File: src/rtl/memory_game_core.sv
// Concentration-style memory game: players reveal card pairs, matches score,
// mismatches are shown briefly and pass the turn; a per-turn timer forces turn changes.
module memory_game_core #(
    parameter int unsigned ROWS       = 4,
    parameter int unsigned COLS       = 4,
    parameter int unsigned SYM_W      = 4,
    parameter int unsigned PLAYERS    = 2,
    parameter int unsigned TURN_SEC   = 15,
    parameter int unsigned SHOW_TICKS = 2,
    localparam int unsigned N  = ROWS * COLS,
    localparam int unsigned IW = $clog2(N),
    localparam int unsigned SW = $clog2(N / 2 + 1),
    localparam int unsigned PW = $clog2(PLAYERS),
    localparam int unsigned TW = $clog2(TURN_SEC + 1),
    localparam int unsigned XW = $clog2(COLS),
    localparam int unsigned YW = $clog2(ROWS)
) (
    input  logic                  clk,
    input  logic                  rst,
    input  logic                  load_en,
    input  logic [IW-1:0]         load_addr,
    input  logic [SYM_W-1:0]      load_val,
    input  logic                  start,
    input  logic                  move,
    input  logic                  select,
    input  logic                  tick,
    output logic [XW-1:0]         cursor_x,
    output logic [YW-1:0]         cursor_y,
    output logic [N-1:0]          revealed,
    output logic [N-1:0]          matched,
    output logic [PW-1:0]         player,
    output logic [PLAYERS*SW-1:0] scores,
    output logic [TW-1:0]         time_left,
    output logic                  game_over,
    output logic                  tie,
    output logic [PW-1:0]         winner
);

    localparam int unsigned CW = (SHOW_TICKS > 0) ? $clog2(SHOW_TICKS + 1) : 1;

    typedef enum logic [2:0] {StIdle, StPick1, StPick2, StCheck, StShow, StDone} state_e;

    state_e                  state_q, state_d;
    logic [XW-1:0]           x_q, x_d;
    logic [YW-1:0]           y_q, y_d;
    logic [N-1:0]            rev_q, rev_d;
    logic [N-1:0]            match_q, match_d;
    logic [PW-1:0]           player_q, player_d, player_nxt;
    logic [PLAYERS*SW-1:0]   scores_q, scores_d;
    logic [TW-1:0]           time_q, time_d;
    logic [CW-1:0]           show_q, show_d;
    logic [IW-1:0]           a_q, a_d, b_q, b_d;
    logic                    over_q, over_d, tie_q, tie_d;
    logic [PW-1:0]           win_q, win_d;
    logic [SYM_W-1:0]        deck_q [N];
    logic [IW-1:0]           cur_idx;
    logic                    cell_ok;
    logic [SW-1:0]           best;
    logic [PW-1:0]           best_idx;
    int unsigned             best_cnt;

    assign cur_idx    = IW'(int'(y_q) * COLS + int'(x_q));
    assign cell_ok    = !match_q[cur_idx] && !rev_q[cur_idx];
    assign player_nxt = (player_q == PW'(PLAYERS - 1)) ? '0 : player_q + 1'b1;

    always_comb begin
        state_d  = state_q;
        x_d      = x_q;
        y_d      = y_q;
        rev_d    = rev_q;
        match_d  = match_q;
        player_d = player_q;
        scores_d = scores_q;
        time_d   = time_q;
        show_d   = show_q;
        a_d      = a_q;
        b_d      = b_q;
        over_d   = over_q;
        tie_d    = tie_q;
        win_d    = win_q;
        best     = '0;
        best_idx = '0;
        best_cnt = 0;

        // Cursor motion is independent of any select in the same cycle (select uses cur_idx).
        if (move && (state_q == StPick1 || state_q == StPick2 || state_q == StShow)) begin
            if (x_q == XW'(COLS - 1)) begin
                x_d = '0;
                y_d = (y_q == YW'(ROWS - 1)) ? '0 : y_q + 1'b1;
            end else begin
                x_d = x_q + 1'b1;
            end
        end

        unique case (state_q)
            StIdle: begin
                if (start) begin
                    state_d  = StPick1;
                    player_d = '0;
                    time_d   = TW'(TURN_SEC);
                end
            end
            StPick1, StPick2: begin
                if (tick && time_q == TW'(1)) begin
                    rev_d    = '0;
                    player_d = player_nxt;
                    time_d   = TW'(TURN_SEC);
                    state_d  = StPick1;
                end else begin
                    if (tick) time_d = time_q - 1'b1;
                    if (select && cell_ok) begin
                        rev_d[cur_idx] = 1'b1;
                        if (state_q == StPick1) begin
                            a_d     = cur_idx;
                            state_d = StPick2;
                        end else begin
                            b_d     = cur_idx;
                            state_d = StCheck;
                        end
                    end
                end
            end
            StCheck: begin
                if (deck_q[a_q] == deck_q[b_q]) begin
                    match_d[a_q] = 1'b1;
                    match_d[b_q] = 1'b1;
                    rev_d        = '0;
                    scores_d[int'(player_q)*SW +: SW] = scores_q[int'(player_q)*SW +: SW] + 1'b1;
                    time_d       = TW'(TURN_SEC);
                    state_d      = (&match_d) ? StDone : StPick1;
                end else begin
                    show_d  = CW'(SHOW_TICKS);
                    state_d = StShow;
                end
            end
            StShow: begin
                if (show_q == '0 || (tick && show_q == CW'(1))) begin
                    rev_d    = '0;
                    player_d = player_nxt;
                    time_d   = TW'(TURN_SEC);
                    state_d  = StPick1;
                end else if (tick) begin
                    show_d = show_q - 1'b1;
                end
            end
            StDone: ;
            default: state_d = StIdle;
        endcase

        // Lowest index wins ties for the maximum thanks to the strict comparison.
        for (int i = 0; i < PLAYERS; i++) begin
            if (scores_d[i*SW +: SW] > best) begin
                best     = scores_d[i*SW +: SW];
                best_idx = PW'(i);
            end
        end
        for (int i = 0; i < PLAYERS; i++) begin
            if (scores_d[i*SW +: SW] == best) best_cnt = best_cnt + 1;
        end
        if (state_d == StDone) begin
            over_d = 1'b1;
            win_d  = best_idx;
            tie_d  = (best_cnt > 1);
        end
    end

    always_ff @(posedge clk) begin
        if (rst) begin
            state_q  <= StIdle;
            x_q      <= '0;
            y_q      <= '0;
            rev_q    <= '0;
            match_q  <= '0;
            player_q <= '0;
            scores_q <= '0;
            time_q   <= TW'(TURN_SEC);
            show_q   <= '0;
            a_q      <= '0;
            b_q      <= '0;
            over_q   <= 1'b0;
            tie_q    <= 1'b0;
            win_q    <= '0;
        end else begin
            state_q  <= state_d;
            x_q      <= x_d;
            y_q      <= y_d;
            rev_q    <= rev_d;
            match_q  <= match_d;
            player_q <= player_d;
            scores_q <= scores_d;
            time_q   <= time_d;
            show_q   <= show_d;
            a_q      <= a_d;
            b_q      <= b_d;
            over_q   <= over_d;
            tie_q    <= tie_d;
            win_q    <= win_d;
        end
    end

    // Deck survives reset so a game can be replayed without reloading.
    always_ff @(posedge clk) begin
        if (!rst && load_en && state_q == StIdle && int'(load_addr) < N) begin
            deck_q[load_addr] <= load_val;
        end
    end

    assign cursor_x  = x_q;
    assign cursor_y  = y_q;
    assign revealed  = rev_q;
    assign matched   = match_q;
    assign player    = player_q;
    assign scores    = scores_q;
    assign time_left = time_q;
    assign game_over = over_q;
    assign tie       = tie_q;
    assign winner    = win_q;

endmodule

File: config.mk
export PLATFORM = sky130hd
export DESIGN_NAME = memory_game_core
export DESIGN_NICKNAME = d
export VERILOG_FILES = /design/src/rtl/memory_game_core.sv
export SDC_FILE = /design/constraint.sdc
export NUM_CORES = 1
export LEC_CHECK = 0
export BUFFER_PORTS_ARGS = -buffer_cell sky130_fd_sc_hd__buf_4
export CORE_UTILIZATION = 40
export DETAILED_ROUTE_END_ITERATION = 16
export HOLD_SLACK_MARGIN = 0.12
export PLACE_DENSITY_LB_ADDON = 0.08
export SLEW_MARGIN = 20
export SYNTH_ARGS = -nofsm -noshare
export SYNTH_HDL_FRONTEND = slang
export SYNTH_SLANG_ARGS = --single-unit
export TNS_END_PERCENT = 10
File: constraint.sdc
create_clock -name clk -period 5.39 [get_ports clk]
set_clock_uncertainty 0.2 [all_clocks]
set_input_delay 0.8085 -clock clk [delete_from_list [all_inputs] [get_ports clk]]
set_output_delay 0.8085 -clock clk [all_outputs]
set_load 0.05 [all_outputs]
==> qor.csv, run 1 <==
stage,metric,value,unit
floorplan,die_x,132,um
cts,tritoncts,yes,
layout,layout_common_cells,"105 x nor2_1, 73 x dfxtp_1, 71 x buf_4",
global_route,antenna_found_initial,0,
cts,root_buffer,clkbuf_16,
critical_path,startpoint_type,flop,
timing,timing.hold.ws,275,ps
layout,syn2layout_area_growth,17.0,%
floorplan,start_util,41.0,%
cts,ctsHoldBuffers,0,
timing,finalCriticalPeriod,4770,ps
layout,layout_commonest_cell,nor2_1,
layout,fin_nets,700,
timing,max_freq,0.210,GHz
detailed_routing,route.detailed.drc,0,
detailed_routing,routed_wl,17.3,mm
cts,insertion_delay,410,ps
timing,tightest_slew,880,ps
logic_synthesis,ys_seq_elements,137,
logic_synthesis,synth_cell_type_count,62,
logic_synthesis,ys_seq_area_share,49.7,%
global_route,grt_pass1_wl,27.8,mm
floorplan,rows,47,
logic_synthesis,ys_warn_count,0,
timing,setup_violations,0,
floorplan,io_pins,67,
detailed_routing,via_count,5005,
timing,finalHoldViolCount,0,
detailed_routing,viasPerCell,5.55,
cts,ctsLongestPathBuffers,2,
critical_path,crit_fanout,22,
detailed_routing,post_drt_wl_per_cell,19.2,um
cts,cts.sinks,137,
power,peakVddDrop,0.227,mV
critical_path,critical_path.most_common_cell,nand3_1,
hold_path,hp-class,flop to flop,
cts,cts_buffers,17,
timing,maxSlewHeadroom,40.9,%
cts,post_cts_buffers,0,
logic_synthesis,synth.top_cell.area_share,28.2,%
detailed_routing,ant_nets,0,
global_route,grt_usage,20.9,%
floorplan,core_area,0.0166,mm^2
logic_synthesis,synth_edf_count,64,
logic_synthesis,synth_cells,606,
critical_path,crit_slowest_cell,dfxtp_1,
floorplan,dieHeight,132,um
detailed_routing,drtPass1Iterations,4,
power,powerDensity,297,mW/mm^2
logic_synthesis,synth.avg_cell_area,11.2,um^2
global_route,grt_max_degree,45,
critical_path,required,5490,ps
timing,rsz0062_at_grt,no,
critical_path,worstPathArrival,4870,ps
cts,htree_levels,4,
global_route,grt_pass1_vias,5047,
timing,worst_slack,617,ps
logic_synthesis,synth_area_leaders,"edfxtp_1 28%, dfxtp_1 21%, mux4_2 9.3%",
power,p_leak,2.83,nW
detailed_routing,drt_iter0_drc,367,
critical_path,crit_path_cell_trace,mux4_2 > a22oi_1 > nand3_1 > xor2_1 > nor4_4 > and2_4 > nand2_4 > mux2_4 > ha_1 > nor2b_1 > o21a_1 > o21ai_0 > nor2_1 > a211o_1 > nand3_1 > nand2_1 > o221a_1,
logic_synthesis,synthArstFlopShare,0,%
critical_path,crit_path_end_kind,flop,
cts,clk_pin_slew,60,ps
timing,fin_crit_sh,88.6,%
cts,post_cts_resized,0,
layout,fin_util,48.0,%
critical_path,crit_type,flop to flop,
place,dp_hpwl,12.6,mm
timing,drv_slew,0,
layout,num_antenna_cells,0,
logic_synthesis,syn_nets,637,
floorplan,die-area,0.0175,mm^2
timing,setup_tns,0,ps
critical_path,slowest_delay,740,ps
layout,drive_gt1_share,20.3,%
critical_path,cp_top_family,simple AND/OR/NAND/NOR gates,
global_route,grt.overflow.total,0,
critical_path,r2r_slack,620,ps
critical_path,cp_num_buf_inv,0,
logic_synthesis,syn-cell-area,0.00681,mm^2
place,pre_cts_slack,665,ps
status,status,"complete, no violations",
job,drv_cap,0,
place,gp_congestion,0.875,
logic_synthesis,yosysTopAreaCell,edfxtp_1,
logic_synthesis,synthFlopType,dfxtp_1,
place,port-buffer-count,66,
Yosys cell counts, drive strengths merged (2+ instances only):
library cell and count:
nor2 105, dfxtp 73, edfxtp 64, a21oi 36
mux4 34, nand2 34, nor3 27, mux2i 21
nand3 19, inv 17, clkbuf 16, ha 16
nor2b 14, a221oi 12, buf 11, a211oi 10
xor2 10, o21ai 9, and2 8, xnor2 7
a22oi 6, nor4 6, and3 5, nand2b 5
a21boi 4, or3 4, a2111oi 3, a211o 2
and2b 2, nand3b 2, o21a 2, o22ai 2
sequential cells by signal, indices dropped and copies added (netlist names), named ones only:
register and count:
deck_q 64, matched 16, revealed 16, scores 8, a_q 4, b_q 4, time_left 4, state_q 3
cursor_x 2, cursor_y 2, show_q 2, game_over 1, player 1, tie 1, winner 1
worst min-delay path, cell delays in order (launching register included):
cell,delay [ps]
dfxtp_1,330
nor2_1,50
nor2_1,60
through the flow:
step	power [mW]	cells	instance area, um^2
after global routing	2.46	901	7960
after CTS	2.39	901	7960
after global placement	1.32	870	7420
after detailed placement	1.32	870	7420
after floorplan	1.26	606	6810
final	2.36	901	7960
kinds of logic (layout without fill, tap and decap cells):
logic type      Yosys count  after routing  synth area share [%]
compound gates           97             97                  9.65
xor+xnor                 17             17                  2.19
fa+ha+maj                17             17                  3.11
buf+inv                  44            119                  3.79
flops                   137            137                  49.7
mux                      56             56                  14.9
simple gates            238            238                  16.7
report_power, final:
| group | total [mW] | internal [mW] | switching [mW] |
|---|---|---|---|
| logic | 0.170 | 0.0621 | 0.108 |
| clock network | 1.07 | 0.651 | 0.417 |
| registers | 1.13 | 1.10 | 0.0247 |
| total | 2.36 | 1.81 | 0.549 |
path summary, 6_finish.rpt:
path	from	to	depth (start not counted)
setup reg to reg	flop	winner$_SDFFE_PP0N_	17
setup / recovery	flop	winner$_SDFFE_PP0N_	17
hold / removal	game_over$_SDFFE_PP0N_	game_over$_SDFFE_PP0N_	2
hold reg to reg	game_over$_SDFFE_PP0N_	game_over$_SDFFE_PP0N_	2
cell type report:
cell class / instances / area, um^2
repair buffers: 71 / 533
clock inverters: 9 / 76.3
inverters: 17 / 63.8
well taps: 220 / 275
multi-input cells: 425 / 3160
fillers: 1539 / 8620
flip-flops and latches: 137 / 3380
clock buffers: 22 / 464
routing by layer:
layer,global-route usage [%],up-vias,part of all wire (%)
met5,0,-,0
met4,6.90,0,1.6
met3,4.64,20,4.4
met2,35.0,140,50
met1,26.7,2459,44
li1,-,2386,-
Power figures use the tool's default switching activity.
==> run 2, diff against run 1 <==
- CORE_ASPECT_RATIO: default -> 1.75
- CORE_UTILIZATION: 40 -> 55
- PLACE_DENSITY: default -> 0.76
- PLACE_DENSITY_LB_ADDON: 0.08 -> default
==> run 2 against run 1 <==
  * Critical path depth increased by 1
  * Clock-buffer cell count down 5
  * Register-to-register slack got worse by 70 ps
  * Power is 5.4% higher
  * Via count up 3.0%
  * Combinational power barely moved
  * Largest cell class unchanged
  * Largest power group is now clock
==> qor.csv, run 2 (synthesis gave the netlist of run 1 again) <==
stage,metric,value,unit
critical_path,crit_path_cell_trace,buf_4 > mux4_1 > a22oi_1 > nand3_1 > xor2_1 > nor4_4 > and2_4 > nand2_4 > mux2_4 > ha_1 > nor2b_1 > o21a_1 > o21ai_0 > nor2_1 > a211o_1 > nand3_1 > nand2_1 > o221a_1,
layout,drive_gt1_share,20.6,%
critical_path,crit_slowest_cell,mux4_1,
timing,rsz0062_at_grt,no,
critical_path,worstPathArrival,4950,ps
layout,num_antenna_cells,0,
timing,setup_tns,0,ps
detailed_routing,drt_iter0_drc,318,
detailed_routing,drtPass1Iterations,5,
power,p_clk_share,47.9,%
critical_path,crit_fanout,22,
hold_path,hold_path_end,revealed[15]$_SDFFE_PP0P_,
global_route,antenna_found_initial,0,
cts,cts.sinks,137,
power,p_int,1.86,mW
cts,ctsHoldBuffers,0,
critical_path,r2r_slack,550,ps
place,port-buffer-count,66,
power,peakVddDrop,0.235,mV
detailed_routing,viasPerCell,6.10,
floorplan,die-area,0.0128,mm^2
cts,htree_levels,4,
hold_path,hp-class,flop to flop,
cts,clk_pin_slew,60,ps
floorplan,start_util,56.7,%
critical_path,required,5500,ps
layout,syn2layout_area_growth,16.7,%
power,p_seq_share,45.2,%
hold_path,hold_depth,2,
global_route,grt_pass1_wl,27.0,mm
place,gp_congestion,0.938,
floorplan,rows,53,
global_route,grt_usage,28.3,%
power,switchingPower,0.627,mW
timing,drv_slew,0,
timing,max_freq,0.206,GHz
status,status,"complete, no violations",
power,powerDensity,314,mW/mm^2
power,p_leak,2.85,nW
place,dp_hpwl,13.0,mm
critical_path,regToRegEndpoint,winner$_SDFFE_PP0N_,
cts,post_cts_buffers,0,
critical_path,crit_type,flop to flop,
global_route,grt_pass1_vias,5093,
layout,largest_reg_flops,64,
cts,tritoncts,yes,
floorplan,core_area,0.0120,mm^2
floorplan,dieHeight,149,um
cts,insertion_delay,420,ps
timing,setup_violations,0,
floorplan,io_pins,67,
timing,fin_crit_sh,89.9,%
timing,finalCriticalPeriod,4840,ps
critical_path,slowest_delay,600,ps
global_route,grt.overflow.total,0,
job,drv_cap,0,
detailed_routing,ant_nets,0,
layout,fin_nets,698,
critical_path,startpoint_type,flop,
hold_path,holdCritStartpoint,revealed[15]$_SDFFE_PP0P_,
detailed_routing,post_drt_wl_per_cell,20.6,um
cts,root_buffer,clkbuf_16,
critical_path,crit_path_end_kind,flop,
detailed_routing,routed_wl,17.4,mm
layout,layout_commonest_cell,nor2_1,
critical_path,r2r_cells,18,
cts,ctsLongestPathBuffers,2,
critical_path,cp_num_buf_inv,1,
layout,fin_util,66.1,%
cts,cts_buffers,17,
floorplan,die_x,86.1,um
global_route,grt_max_degree,45,
timing,tightest_slew,863,ps
power,comb_power_share,6.9,%
layout,layout_common_cells,"105 x nor2_1, 73 x dfxtp_1, 69 x buf_4",
detailed_routing,route.detailed.drc,0,
layout,regMostFlops,deck_q,
timing,finalHoldViolCount,0,
cts,post_cts_resized,0,
critical_path,critical_path.most_common_cell,nand3_1,
power,swShare,25.2,%
critical_path,cp_top_family,simple AND/OR/NAND/NOR gates,
timing,maxSlewHeadroom,42.0,%
detailed_routing,via_count,5153,
layout,fillers,901,
run 2: layer usage:
metal  routed length (um)  part of all wire, %  global-route usage, %  up-vias
met3                  898                  5.2                   4.70       45
met1                 5970                   34                   29.1     2491
met2                 9950                   57                   54.4      239
li1                     -                    -                      -     2378
met5                    0                    0                      0        -
met4                  597                  3.4                   13.3        0
run 2: final cells by class:
type,count,area (um^2),share of cell area [%]
inverter,17,63.8,0.804
clock buffer,17,425,5.36
sequential,137,3380,42.6
clock inverter,15,178,2.24
tap,165,206,2.60
multi-input combinational,425,3160,39.9
timing repair buffer,69,518,6.52
run 2: how the worst max path moves through the flow:
stage / endpoint / slack (ps) / cells past startpoint
6_report: winner$_SDFFE_PP0N_ / 550 / 18
5_1_grt: winner$_SDFFE_PP0N_ / 310 / 18
4_1_cts: winner$_SDFFE_PP0N_ / 560 / 18
3_5_place_dp: winner$_SDFFE_PP0N_ / 590 / 18
3_3_place_gp: winner$_SDFFE_PP0N_ / 770 / 18
2_1_floorplan: winner$_SDFFE_PP0N_ / 1050 / 19
run 2: metrics by stage:
step | area [um^2] | std cells | setup slack (ps) | power, mW | hold slack [ps]
after global routing | 7940 | 845 | 312 | 2.55 | 315
after global placement | 7340 | 813 | 768 | 1.31 | 288
final | 7940 | 845 | 545 | 2.49 | 302
after CTS | 7940 | 845 | 556 | 2.50 | 306
after floorplan | 6810 | 606 | 1050 | 1.26 | 327
after detailed placement | 7340 | 813 | 592 | 1.32 | 289
run 2: power groups by stage:
| stage | Clock, mW | Sequential, mW | Combinational, mW |
|---|---|---|---|
| detailed placement | 0 | 1.15 | 0.170 |
| finish | 1.19 | 1.13 | 0.171 |
| floorplan | 0 | 1.15 | 0.108 |
| global placement | 0 | 1.15 | 0.166 |
| global route | 1.24 | 1.13 | 0.185 |
| CTS | 1.20 | 1.13 | 0.170 |
run 2: worst min-delay path, cell delays in order (launching register included):
cell	delay, ps
dfxtp_1	350
a21oi_1	50
nor2_1	70
==> run 3, diff against run 2 <==
- PLACE_DENSITY: 0.76 -> default
- PLACE_DENSITY_LB_ADDON: default -> 0.25
==> run 3 against run 2 <==
  * Critical path depth is 1 lower
  * Sequential cell count stayed put
  * Clock power hardly changed
  * Clock-buffer cell count stayed put
  * Largest power group unchanged
==> qor.csv, run 3 (synthesis gave the netlist of run 1 again) <==
stage,metric,value,unit
timing,tightest_slew,773,ps
critical_path,startpoint_type,flop,
cts,cts.sinks,137,
critical_path,required,5500,ps
status,status,"complete, no violations",
cts,htree_levels,4,
detailed_routing,ant_nets,0,
layout,layout_common_cells,"105 x nor2_1, 73 x dfxtp_1, 73 x buf_4",
detailed_routing,viasPerCell,6.06,
timing,setup_violations,0,
cts,ctsHoldBuffers,0,
detailed_routing,via_count,5145,
layout,syn2layout_area_growth,17.2,%
cts,insertion_delay,420,ps
place,dpl_cell_area,0.00737,mm^2
global_route,antenna_found_initial,0,
global_route,grt_pass1_vias,5247,
critical_path,crit_path_end_kind,flop,
layout,num_antenna_cells,0,
hold_path,hold_depth,2,
layout,fin_cells,849,
place,gp_congestion,0.937,
place,pre_cts_slack,573,ps
floorplan,start_util,56.7,%
hold_path,holdCritStartpoint,tie$_SDFFE_PP0N_,
critical_path,r2r_slack,530,ps
layout,regMostFlops,deck_q,
power,p_clk_share,47.4,%
power,p_int,1.83,mW
layout,multi_input_area,0.00316,mm^2
layout,finalInstanceArea,0.00797,mm^2
hold_path,hp-class,flop to flop,
floorplan,dieHeight,149,um
detailed_routing,routed_wl,17.7,mm
detailed_routing,post_drt_wl_per_cell,20.8,um
floorplan,core_area,0.0120,mm^2
timing,maxSlewHeadroom,48.1,%
global_route,grt_usage,29.1,%
floorplan,rows,53,
layout,fin_util,66.4,%
power,p_seq_share,45.6,%
layout,largest_reg_flops,64,
cts,cts_buffers,17,
job,drv_cap,0,
power,powerDensity,309,mW/mm^2
timing,setup_tns,0,ps
power,comb_power_share,6.9,%
layout,layout_commonest_cell,nor2_1,
hold_path,hold_path_end,tie$_SDFFE_PP0N_,
critical_path,r2r_cells,17,
power,p_leak,2.87,nW
layout,fillers,937,
detailed_routing,route.detailed.drc,0,
detailed_routing,drt_iter0_drc,276,
layout,fin_nets,702,
timing,fin_crit_sh,90.1,%
timing,drv_slew,0,
global_route,grt_pass1_wl,27.7,mm
floorplan,io_pins,67,
cts,post_cts_buffers,0,
cts,clk_pin_slew,60,ps
detailed_routing,drtPass1Iterations,5,
power,switchingPower,0.638,mW
global_route,grt_max_degree,45,
place,dp_hpwl,13.2,mm
cts,tritoncts,yes,
critical_path,worstPathArrival,4970,ps
critical_path,crit_fanout,21,
critical_path,regToRegEndpoint,winner$_SDFFE_PP0N_,
place,port-buffer-count,66,
floorplan,die_x,86.1,um
timing,max_freq,0.206,GHz
timing,finalHoldViolCount,0,
critical_path,crit_type,flop to flop,
cts,ctsLongestPathBuffers,2,
cts,post_cts_resized,0,
layout,regArea,0.00338,mm^2
power,peakVddDrop,0.287,mV
timing,rsz0062_at_grt,no,
global_route,grt.overflow.total,0,
place,dp_cells,817,
floorplan,die-area,0.0128,mm^2
layout,drive_gt1_share,21.1,%
cts,root_buffer,clkbuf_16,
power,swShare,25.9,%
timing,finalCriticalPeriod,4860,ps
timing,worst_slack,532,ps
-- run 3: cell count changes in the layout (fill, tap and decap cells not counted) --
cell / before / now
clkinvlp_4: 2 / 1
buf_4: 69 / 73
inv_8: 4 / 5
inv_6: 6 / 3
clkinv_4: 0 / 1
bufinv_16: 2 / 1
clkinv_8: 0 / 3
-- run 3: metrics by stage --
step                      power [mW]  hold WS [ps]
after global placement          1.31           260
after CTS                       2.48           293
after global routing            2.54           316
after floorplan                 1.26           327
final                           2.47           286
after detailed placement        1.32           270
-- run 3: metal layers --
layer	up-vias	global-route usage [%]	wire length [um]
met4	0	14.2	641
met5	-	0	0
met3	46	5.26	816
met2	221	55.5	10200
li1	2381	-	-
met1	2497	29.6	6000
-- run 3: power groups by stage --
stage          logic [mW]  registers (mW)  clock network, mW
2_1_floorplan       0.108            1.15                  0
3_3_place_gp        0.166            1.15                  0
3_5_place_dp        0.168            1.15                  0
4_1_cts             0.170            1.12               1.18
5_1_grt             0.185            1.13               1.23
6_report            0.170            1.13               1.17
-- run 3: critical path: stages (launching register included) --
cell,delay (ps)
dfxtp_1,670
mux4_2,570
a22oi_1,400
nand3_1,150
xor2_1,200
nor4_4,320
and2_4,220
buf_4,250
nand3_1,130
xnor2_1,180
ha_1,320
o21a_1,100
o21ai_0,300
nor2_1,100
a211o_1,280
nand3_1,80
nand2_1,60
o221a_1,210
-- run 3: final cells by class --
cell class	count	share of cell area (%)
timing repair buffer	73	6.87
clock inverter	15	2.29
tap	165	2.59
inverter	17	0.800
multi-input combinational	425	39.7
sequential	137	42.4
clock buffer	17	5.34
-- run 3: worst max path at each step --
stage / startpoint / to / slack [ps] / depth (start not counted)
floorplan: flop / winner$_SDFFE_PP0N_ / 1050 / 19
global placement: flop / winner$_SDFFE_PP0N_ / 670 / 17
detailed placement: flop / winner$_SDFFE_PP0N_ / 570 / 17
CTS: flop / winner$_SDFFE_PP0N_ / 550 / 18
global route: flop / winner$_SDFFE_PP0N_ / 250 / 18
finish: flop / winner$_SDFFE_PP0N_ / 530 / 17
